<file path="config.mk">
export PLATFORM = sky130hd
export DESIGN_NAME = uart_tx_fifo
export DESIGN_NICKNAME = d
export VERILOG_FILES = /design/src/rtl/uart_pkg.sv /design/src/rtl/uart_sync_fifo.sv /design/src/rtl/uart_tx_fifo.sv
export SDC_FILE = /design/constraint.sdc
export NUM_CORES = 1
export LEC_CHECK = 0
export ABC_AREA = 1
export BUFFER_PORTS_ARGS = -buffer_cell sky130_fd_sc_hd__buf_2
export CORE_ASPECT_RATIO = 0.6
export CORE_MARGIN = 2
export CORE_UTILIZATION = 60
export DETAILED_ROUTE_END_ITERATION = 12
export HOLD_SLACK_MARGIN = 0.12
export PLACE_DENSITY = 0.75
export SLEW_MARGIN = 5
export SYNTH_ARGS = -nofsm -noshare
export SYNTH_HDL_FRONTEND = slang
export SYNTH_SLANG_ARGS = --single-unit
</file>
<file path="constraint.sdc">
create_clock -name clk -period 4 [get_ports clk]
set_input_delay 0.4 -clock clk [delete_from_list [all_inputs] [get_ports clk]]
set_output_delay 0.4 -clock clk [all_outputs]
set_load 0.005 [all_outputs]
</file>
<file path="src/rtl/uart_pkg.sv">
// Shared types and constants for the UART transmit path.
package uart_pkg;

  localparam int UART_DATA_W     = 8;
  localparam int UART_FIFO_DEPTH = 16;

  typedef enum logic [1:0] {
    IDLE      = 2'd0,
    LOAD      = 2'd1,
    WAIT_DONE = 2'd2
  } uart_tx_state_e;

endpackage

</file>
<file path="src/rtl/uart_sync_fifo.sv">
// Circular byte FIFO with a separate level counter, sticky overflow and flush.
module uart_sync_fifo
  import uart_pkg::*;
#(
  parameter int DEPTH  = UART_FIFO_DEPTH,
  parameter int ADDR_W = $clog2(DEPTH)
) (
  input  logic                   clk,
  input  logic                   rst,
  input  logic                   wr_en_i,
  input  logic [UART_DATA_W-1:0] wr_data_i,
  input  logic                   pop_i,
  input  logic                   flush_i,
  input  logic                   ovf_clr_i,
  output logic [UART_DATA_W-1:0] rd_data_o,
  output logic                   full_o,
  output logic                   empty_o,
  output logic [ADDR_W:0]        level_o,
  output logic                   overflow_o
);

  localparam int LVL_W = ADDR_W + 1;
  localparam logic [LVL_W-1:0] FULL_LVL = LVL_W'(DEPTH);

  logic [UART_DATA_W-1:0] mem_q [DEPTH];
  logic [ADDR_W-1:0]      wr_ptr_q, wr_ptr_d;
  logic [ADDR_W-1:0]      rd_ptr_q, rd_ptr_d;
  logic [LVL_W-1:0]       level_q, level_d;
  logic                   overflow_q, overflow_d;
  logic                   wr_acc, wr_drop, pop_ok;

  assign full_o     = (level_q == FULL_LVL);
  assign empty_o    = (level_q == '0);
  assign level_o    = level_q;
  assign overflow_o = overflow_q;
  assign rd_data_o  = mem_q[rd_ptr_q];

  // Full is judged on the current level, so a pop in the same cycle never frees room.
  assign wr_acc  = wr_en_i && !full_o && !flush_i;
  assign wr_drop = wr_en_i && full_o && !flush_i;
  assign pop_ok  = pop_i && !empty_o && !flush_i;

  always_comb begin
    wr_ptr_d   = wr_ptr_q;
    rd_ptr_d   = rd_ptr_q;
    level_d    = level_q;
    overflow_d = overflow_q;
    if (flush_i) begin
      wr_ptr_d = '0;
      rd_ptr_d = '0;
      level_d  = '0;
    end else begin
      if (wr_acc) wr_ptr_d = wr_ptr_q + ADDR_W'(1);
      if (pop_ok) rd_ptr_d = rd_ptr_q + ADDR_W'(1);
      level_d = level_q + LVL_W'(wr_acc) - LVL_W'(pop_ok);
    end
    if (wr_drop)        overflow_d = 1'b1;
    else if (ovf_clr_i) overflow_d = 1'b0;
  end

  always_ff @(posedge clk) begin
    if (rst) begin
      wr_ptr_q   <= '0;
      rd_ptr_q   <= '0;
      level_q    <= '0;
      overflow_q <= 1'b0;
    end else begin
      wr_ptr_q   <= wr_ptr_d;
      rd_ptr_q   <= rd_ptr_d;
      level_q    <= level_d;
      overflow_q <= overflow_d;
    end
  end

  always_ff @(posedge clk) begin
    if (wr_acc) mem_q[wr_ptr_q] <= wr_data_i;
  end

endmodule

</file>
<file path="src/rtl/uart_tx_fifo.sv">
// Buffered UART transmit front-end: FIFO plus launch/done handshake FSM.
// Optional UART_TX_FIFO_THRESH_EN adds a registered low-water flag (level <= thresh).
module uart_tx_fifo
  import uart_pkg::*;
#(
  parameter int DEPTH  = UART_FIFO_DEPTH,
  parameter int ADDR_W = $clog2(DEPTH)
) (
  input  logic                   clk,
  input  logic                   rst,
  input  logic                   en,
  input  logic                   wr_en,
  input  logic [UART_DATA_W-1:0] wr_data,
  input  logic                   flush,
  input  logic                   ovf_clr,
  input  logic                   tx_done,
  output logic                   tx_start,
  output logic [UART_DATA_W-1:0] tx_data,
  output logic                   full,
  output logic                   empty,
  output logic [ADDR_W:0]        level,
  output logic                   overflow,
  output logic                   busy
`ifdef UART_TX_FIFO_THRESH_EN
  ,
  input  logic [ADDR_W:0]        thresh,
  output logic                   low_water
`endif
);

  uart_tx_state_e         state_q, state_d;
  logic [UART_DATA_W-1:0] tx_data_q, tx_data_d;
  logic [UART_DATA_W-1:0] fifo_rd_data;
  logic                   pop;

  uart_sync_fifo #(
    .DEPTH  (DEPTH),
    .ADDR_W (ADDR_W)
  ) u_fifo (
    .clk        (clk),
    .rst        (rst),
    .wr_en_i    (wr_en),
    .wr_data_i  (wr_data),
    .pop_i      (pop),
    .flush_i    (flush),
    .ovf_clr_i  (ovf_clr),
    .rd_data_o  (fifo_rd_data),
    .full_o     (full),
    .empty_o    (empty),
    .level_o    (level),
    .overflow_o (overflow)
  );

  // The byte is captured on the pop so it stays stable for the whole transfer.
  always_comb begin
    state_d   = state_q;
    tx_data_d = tx_data_q;
    pop       = 1'b0;
    case (state_q)
      IDLE: begin
        if (en && !empty && !flush) begin
          state_d   = LOAD;
          pop       = 1'b1;
          tx_data_d = fifo_rd_data;
        end
      end
      LOAD:      state_d = WAIT_DONE;
      WAIT_DONE: if (tx_done) state_d = IDLE;
      default:   state_d = IDLE;
    endcase
  end

  always_ff @(posedge clk) begin
    if (rst) begin
      state_q   <= IDLE;
      tx_data_q <= '0;
    end else begin
      state_q   <= state_d;
      tx_data_q <= tx_data_d;
    end
  end

  assign tx_start = (state_q == LOAD);
  assign tx_data  = tx_data_q;
  assign busy     = (state_q != IDLE);

`ifdef UART_TX_FIFO_THRESH_EN
  logic low_water_q;

  always_ff @(posedge clk) begin
    if (rst) low_water_q <= 1'b1;
    else     low_water_q <= (level <= thresh);
  end

  assign low_water = low_water_q;
`endif

endmodule

</file>
==> results by group, run 1 <==
Run status
  • Status: completed

Timing
  • Worst slew pin tran: 1.19 ns
  • RSZ-0062 raised after global routing: false
  • Final Skew: 0.00804 ns
  • Min Tclk post-route: 2.77 ns
  • Pins Over Slew Limit: 0
  • Max Fclk: 0.362 GHz
  • Final hold vios: 0
  • Crit share post-route: 69.2%
  • Setup Total Neg Slack: 0 ns
  • Endpoints failing setup: 0
  • Slew HR: 20.6%

Placement
  • DP HPWL: 9820 um
  • IO Port Bufs: 32
  • Final GP Congestion: 0.894

Worst hold path
  • Hold path depth: 4
  • Hold crit path type: primary input to register
  • Hold EP: u_fifo.overflow_o$_SDFFE_PP0P_
  • Hold Path Origin: ovf_clr

Critical path
  • Internal reg-to-reg setup slack: 1.23 ns
  • CP endpoint kind: register
  • Crit start category: register
  • CP Data Required Time: 4.35 ns
  • Critical R2R Capture: u_fifo.level_o[4]$_SDFF_PP0_
  • Crit-path max FO: 20
  • Crit Path Category: register to register
  • Reg2reg start: u_fifo.level_o[3]$_SDFF_PP0_
  • Reg2Reg Depth: 14
  • WP data arrival: 3.11 ns

Clock tree
  • Clock Sinks: 152
  • Postcts setup bufs: 0
  • Clock transition at path regs: 0.06 ns
  • Clk Tree Root Cell: clkbuf_16
  • H-tree depth: 4
  • Max Root-Sink Buffers: 2
  • CTS tree: yes
  • Post-CTS resize count: 0
  • CTS Buf Count: 17
  • Worst skew pair latency: 0.42 ns
  • Hold buffer count at cts: 0

Floorplan
  • Die X: 140 um
  • Die Ht: 85.6 um
  • Initial Util: 62.2%
  • Die Area: 0.0120 sq mm
  • Core Region: 0.0107 sq mm
  • # rows: 29
  • IO Pins: 33

Synthesis
  • Yosys warnings: 0
  • Post-synthesis cell count: 677
  • Most frequent cell after synthesis: nand2_1
  • Commonest cells post-synth: nand2_1, edfxtp_1, inv_1, nand3_1, nor2_1
  • Share of the synthesized area in the top cell type: 57.7%
  • Post-Syn Area per Cell: 9.84 sq um
  • #FFs+latches synth: 152
  • Post-synth EDFFs: 128
  • Syn_nets: 704
  • Sequential area share after synthesis: 64.9%
  • Ys async rst share: 0%
  • Ys flop type: edfxtp_1
  • Post-synth cell types: 23
  • Synth top area cells: edfxtp_1, nand2_1, dfxtp_1
  • Mapped cell area: 0.00666 sq mm
  • Synth area leader: edfxtp_1

GRT
  • Total congestion overflow: 0
  • Vias in the first global route: 4492
  • Initial antenna violation count: 0
  • M1 GR Usage: 41.0%
  • Met2 GRT Util: 41.3%
  • First-pass GRT wire length: 24600 um
  • Top Usage Layer GRT: met2
  • Largest net degree at the start of global routing: 67
  • M3 GR Usage: 8.10%
  • Gr usage total: 28.2%

Power
  • Total power: 3710 uW
  • Max VDD drop: 406 uV
  • Pwr dens: 499 mW/mm^2
  • Leak: 0.00317 uW

Cells and area
  • P&R area growth vs syn: 11.6%
  • Fin nets: 729
  • Proportion of layout cells with a drive suffix above 1: 9.38%
  • Diodes inserted: 0

Route
  • Remaining DRCs: 0
  • Routed wire length: 15800 um
  • TritonRoute pass-1 iters: 5
  • Via count: 4736
  • Antenna-violating nets left: 0
  • Vias per inst: 5.55
  • Initial DRC count: 652
  • Per-cell routed wire length: 18.5 um

Job
  • MaxCap Viol Count: 0
[flip-flops by register name (all words and copies together), names as in the netlist]
name and flops:
u_fifo.mem_q 128, tx_data 8, u_fifo.level_o 5, u_fifo.rd_ptr_q 4, u_fifo.wr_ptr_q 4, state_q 2, u_fifo.overflow_o 1
[cell families after synthesis]
logic type | Yosys count | synth area share (%)
AND/OR/NAND/NOR | 366 | 22.6
flip-flops | 152 | 64.9
buffers and inverters | 128 | 8.45
AO/OA/AOI/OAI | 16 | 1.24
adder cells (fa/ha/maj) | 12 | 2.37
XOR/XNOR | 3 | 0.395
[stage by stage]
step	std cells	instance area (sq um)	hold slack (ns)	worst slack, ns	util [%]
floorplan	677	6660	0.460	1.59	-
global placement	822	6820	0.450	1.44	63.8
detailed placement	822	6820	0.450	1.27	63.8
CTS	853	7430	0.209	1.24	69.4
global route	853	7430	0.238	0.973	69.4
finish	853	7430	0.219	1.23	69.4
[layout make-up]
| cell class | count | area, sq um |
|---|---|---|
| Inverter | 100 | 375 |
| Sequential cell | 152 | 4330 |
| Timing Repair Buffer | 34 | 175 |
| Fill cell | 793 | 3270 |
| Tap cell | 139 | 174 |
| Multi-Input combinational cell | 397 | 1770 |
| Clock buffer | 18 | 429 |
| Clock inverter | 13 | 180 |
[how the worst max path moves through the flow]
stage | startpoint | endpoint | slack [ns] | cells after the start
after CTS | u_fifo.level_o[3]$_SDFF_PP0_ | u_fifo.level_o[4]$_SDFF_PP0_ | 1.24 | 14
after detailed placement | u_fifo.level_o[3]$_SDFF_PP0_ | u_fifo.level_o[4]$_SDFF_PP0_ | 1.27 | 14
after global routing | u_fifo.level_o[3]$_SDFF_PP0_ | u_fifo.level_o[4]$_SDFF_PP0_ | 0.97 | 14
after global placement | u_fifo.level_o[3]$_SDFF_PP0_ | u_fifo.level_o[4]$_SDFF_PP0_ | 1.44 | 14
after floorplan | u_fifo.level_o[3]$_SDFF_PP0_ | u_fifo.level_o[4]$_SDFF_PP0_ | 1.59 | 15
final | u_fifo.level_o[3]$_SDFF_PP0_ | u_fifo.level_o[4]$_SDFF_PP0_ | 1.23 | 14
[metal layers]
metal  share of wire, %  wire [um]
met2                 43       6810
met3                 12       1900
met1                 43       6750
met4                1.9        300
met5                  0          0
[cell usage in the layout (no fill, tap or decap), types with 3 or more instances in the layout]
master,instances
nand2_1,221
edfxtp_1,128
inv_1,96
nand3_1,93
nor2_1,47
buf_2,32
dfxtp_1,23
clkbuf_16,17
ha_1,11
a21oi_1,10
o21ai_0,5
clkinvlp_4,5
bufinv_16,4
nand4_1,3
clkinv_1,3
[worst max-delay path, stage by stage, from the launching register on]
cell and delay, ns:
dfxtp_1 0.34, inv_1 0.09, ha_1 0.17, nand4_1 0.13, nand2_1 0.23, inv_2 0.21
ha_1 0.34, inv_1 0.04, ha_1 0.20, fa_1 0.41, a21oi_1 0.14, nor2_1 0.05
nor2_1 0.11, o21ai_0 0.08, a21oi_1 0.15
[where the power goes]
group,leakage [uW],total (uW),internal [uW],switching [uW]
clock network,0.000281,1650,1030,615
registers,0.00135,1760,1750,16.8
logic,0.00154,300,93.1,206
total,0.00317,3710,2870,838
No activity file was read; power rests on OpenSTA's default activity.
==> run 2: changes to the inputs <==
==> constraint.sdc (replaced) <==
create_clock -name clk -period 2.7 [get_ports clk]
set_input_delay 0.27 -clock clk [delete_from_list [all_inputs] [get_ports clk]]
set_output_delay 0.27 -clock clk [all_outputs]
set_load 0.005 [all_outputs]
==> results by group, run 2 (same netlist as run 1, synthesis figures left out) <==
Route
  • TritonRoute pass-1 iters: 8
  • Antenna-violating nets left: 0
  • Routed wire length: 15500 um
  • Via count: 4737
  • Met3 WL post-DR: 1860 um
  • Remaining DRCs: 0
  • Initial DRC count: 665
  • Top Metal Used: met4
  • Per-cell routed wire length: 18.0 um
  • Met2 wire len: 6500 um
  • Metal-1 WL: 6910 um
  • Vias per inst: 5.48

Critical path
  • Worst path max stage delay: 0.41 ns
  • CP most frequent cell: ha_1
  • WP buf/inv: 3
  • CP Data Required Time: 3.05 ns
  • CP Cell Sequence: inv_1, ha_1, nand4_1, nand2_2, inv_2, ha_1, inv_1, ha_1, fa_1, a21oi_1, nor2_1, nor2_1, o21ai_0, a21oi_1
  • Crit Path Category: register to register
  • Worst path slowest cell: fa_1
  • WP data arrival: 2.80 ns
  • Crit start category: register
  • Crit-path max FO: 7
  • CP top delay family: adder cells
  • CP endpoint kind: register

Timing
  • Crit share post-route: 90.9%
  • Slew HR: 49.4%
  • Endpoints failing setup: 0
  • Max Fclk: 0.408 GHz
  • Pins Over Slew Limit: 0
  • Worst slew pin tran: 0.757 ns
  • Setup Total Neg Slack: 0 ns
  • Final hold vios: 0
  • Final Skew: 0.00989 ns
  • Min Tclk post-route: 2.45 ns
  • Setup ws final: 0.247 ns
  • RSZ-0062 raised after global routing: false

Floorplan
  • # rows: 29
  • Initial Util: 62.2%
  • Die X: 140 um
  • Die Ht: 85.6 um
  • Core Region: 0.0107 sq mm
  • Die Area: 0.0120 sq mm
  • IO Pins: 33

Cells and area
  • Most common cell after layout, fill and taps aside: nand2_1
  • P&R area growth vs syn: 12.7%
  • Diodes inserted: 0
  • Max reg flops: 128
  • Most frequent cells in the layout: nand2_1, edfxtp_1, inv_1
  • Biggest register: u_fifo.mem_q
  • Finished layout cell area: 0.00751 sq mm
  • Fin nets: 740
  • Proportion of layout cells with a drive suffix above 1: 11.2%

Clock tree
  • Clock transition at path regs: 0.06 ns
  • H-tree depth: 4
  • CTS tree: yes
  • Clk Tree Root Cell: clkbuf_16
  • Max Root-Sink Buffers: 2
  • Postcts setup bufs: 0
  • Worst skew pair latency: 0.42 ns
  • CTS Buf Count: 17
  • Clock Sinks: 152

Placement
  • Final GP Congestion: 0.886
  • IO Port Bufs: 32
  • Post-DP Area: 0.00691 sq mm
  • Pre-CTS worst setup slack: 0.207 ns
  • DP HPWL: 10200 um

Power
  • Net Sw Frac: 25.1%
  • Cell internal pwr: 4040 uW
  • Total power: 5390 uW
  • Psw: 1360 uW
  • Flop pwr share: 48.4%
  • Pwr dens: 718 mW/mm^2
  • Max VDD drop: 517 uV
  • Comb pwr share: 8.5%
  • Clock share of power: 43.1%
  • Leak: 0.00323 uW

GRT
  • Largest net degree at the start of global routing: 67
  • First-pass GRT wire length: 24500 um
  • Vias in the first global route: 4483
  • Initial antenna violation count: 0
  • Gr usage total: 27.9%
  • Total congestion overflow: 0

Worst hold path
  • Hold crit path type: primary input to register

Run status
  • Status: completed

Job
  • MaxCap Viol Count: 0
## run 2: cell count changes in the layout (fill, tap and decap cells not counted)
cell	previous run	this run
buf_12	0	1
buf_4	2	11
bufinv_16	4	1
clkbuf_1	1	0
clkinv_1	3	2
clkinv_2	2	1
clkinv_4	1	2
clkinvlp_4	5	2
dlygate4sd3_1	0	1
inv_6	0	5
inv_8	0	4
nand2_1	221	220
nand2_2	0	1
## run 2: power by group through the flow
stage	clock (uW)	sequential (uW)	combinational, uW
floorplan	0	2660	271
global placement	0	2660	434
detailed placement	0	2660	444
CTS	2340	2610	449
global route	2440	2610	508
finish	2330	2610	457
## run 2: layer usage
metal  global-route usage, %  vias up
met1                    40.6     2208
met2                    39.8      250
met4                    10.8        0
met3                    8.49       29
li1                        -     2250
met5                       0        -
## run 2: through the flow
step | util [%] | std cells | hold slack, ns
after floorplan | - | 677 | 0.369
after global placement | 64.6 | 832 | 0.450
after detailed placement | 64.6 | 832 | 0.459
after CTS | 70.1 | 865 | 0.130
after global routing | 70.1 | 865 | 0.158
final | 70.1 | 865 | 0.139
## run 2: timing repair
item,4_1_cts,5_1_grt
hold buffers,1,0
endpoints found under the hold margin,1,0
setup endpoints to repair,0,1
gates resized for setup,0,1
## run 2: tightest hold or removal path: stages
cell     delay (ns)
buf_2          0.07
nor2_1         0.03
nor2_1         0.08
nor3b_1        0.06
## run 2: layout make-up
cell class                      count  area, sq um
Clock buffer                       17          425
Clock inverter                     15          156
Fill cell                         806         3200
Inverter                          100          375
Multi-Input combinational cell    397         1780
Sequential cell                   152         4330
Tap cell                          139          174
Timing Repair Buffer               45          273
## run 2: worst paths after layout
kind / start / to / slack (ns) / depth (start not counted)
max: u_fifo.level_o[3]$_SDFF_PP0_ / u_fifo.level_o[4]$_SDFF_PP0_ / 0.25 / 14
min: tx_done / state_q[1]$_SDFFE_PP0P_ / 0.14 / 4
max reg2reg: u_fifo.level_o[3]$_SDFF_PP0_ / u_fifo.level_o[4]$_SDFF_PP0_ / 0.25 / 14
min reg2reg: u_fifo.overflow_o$_SDFFE_PP0P_ / u_fifo.overflow_o$_SDFFE_PP0P_ / 0.47 / 2
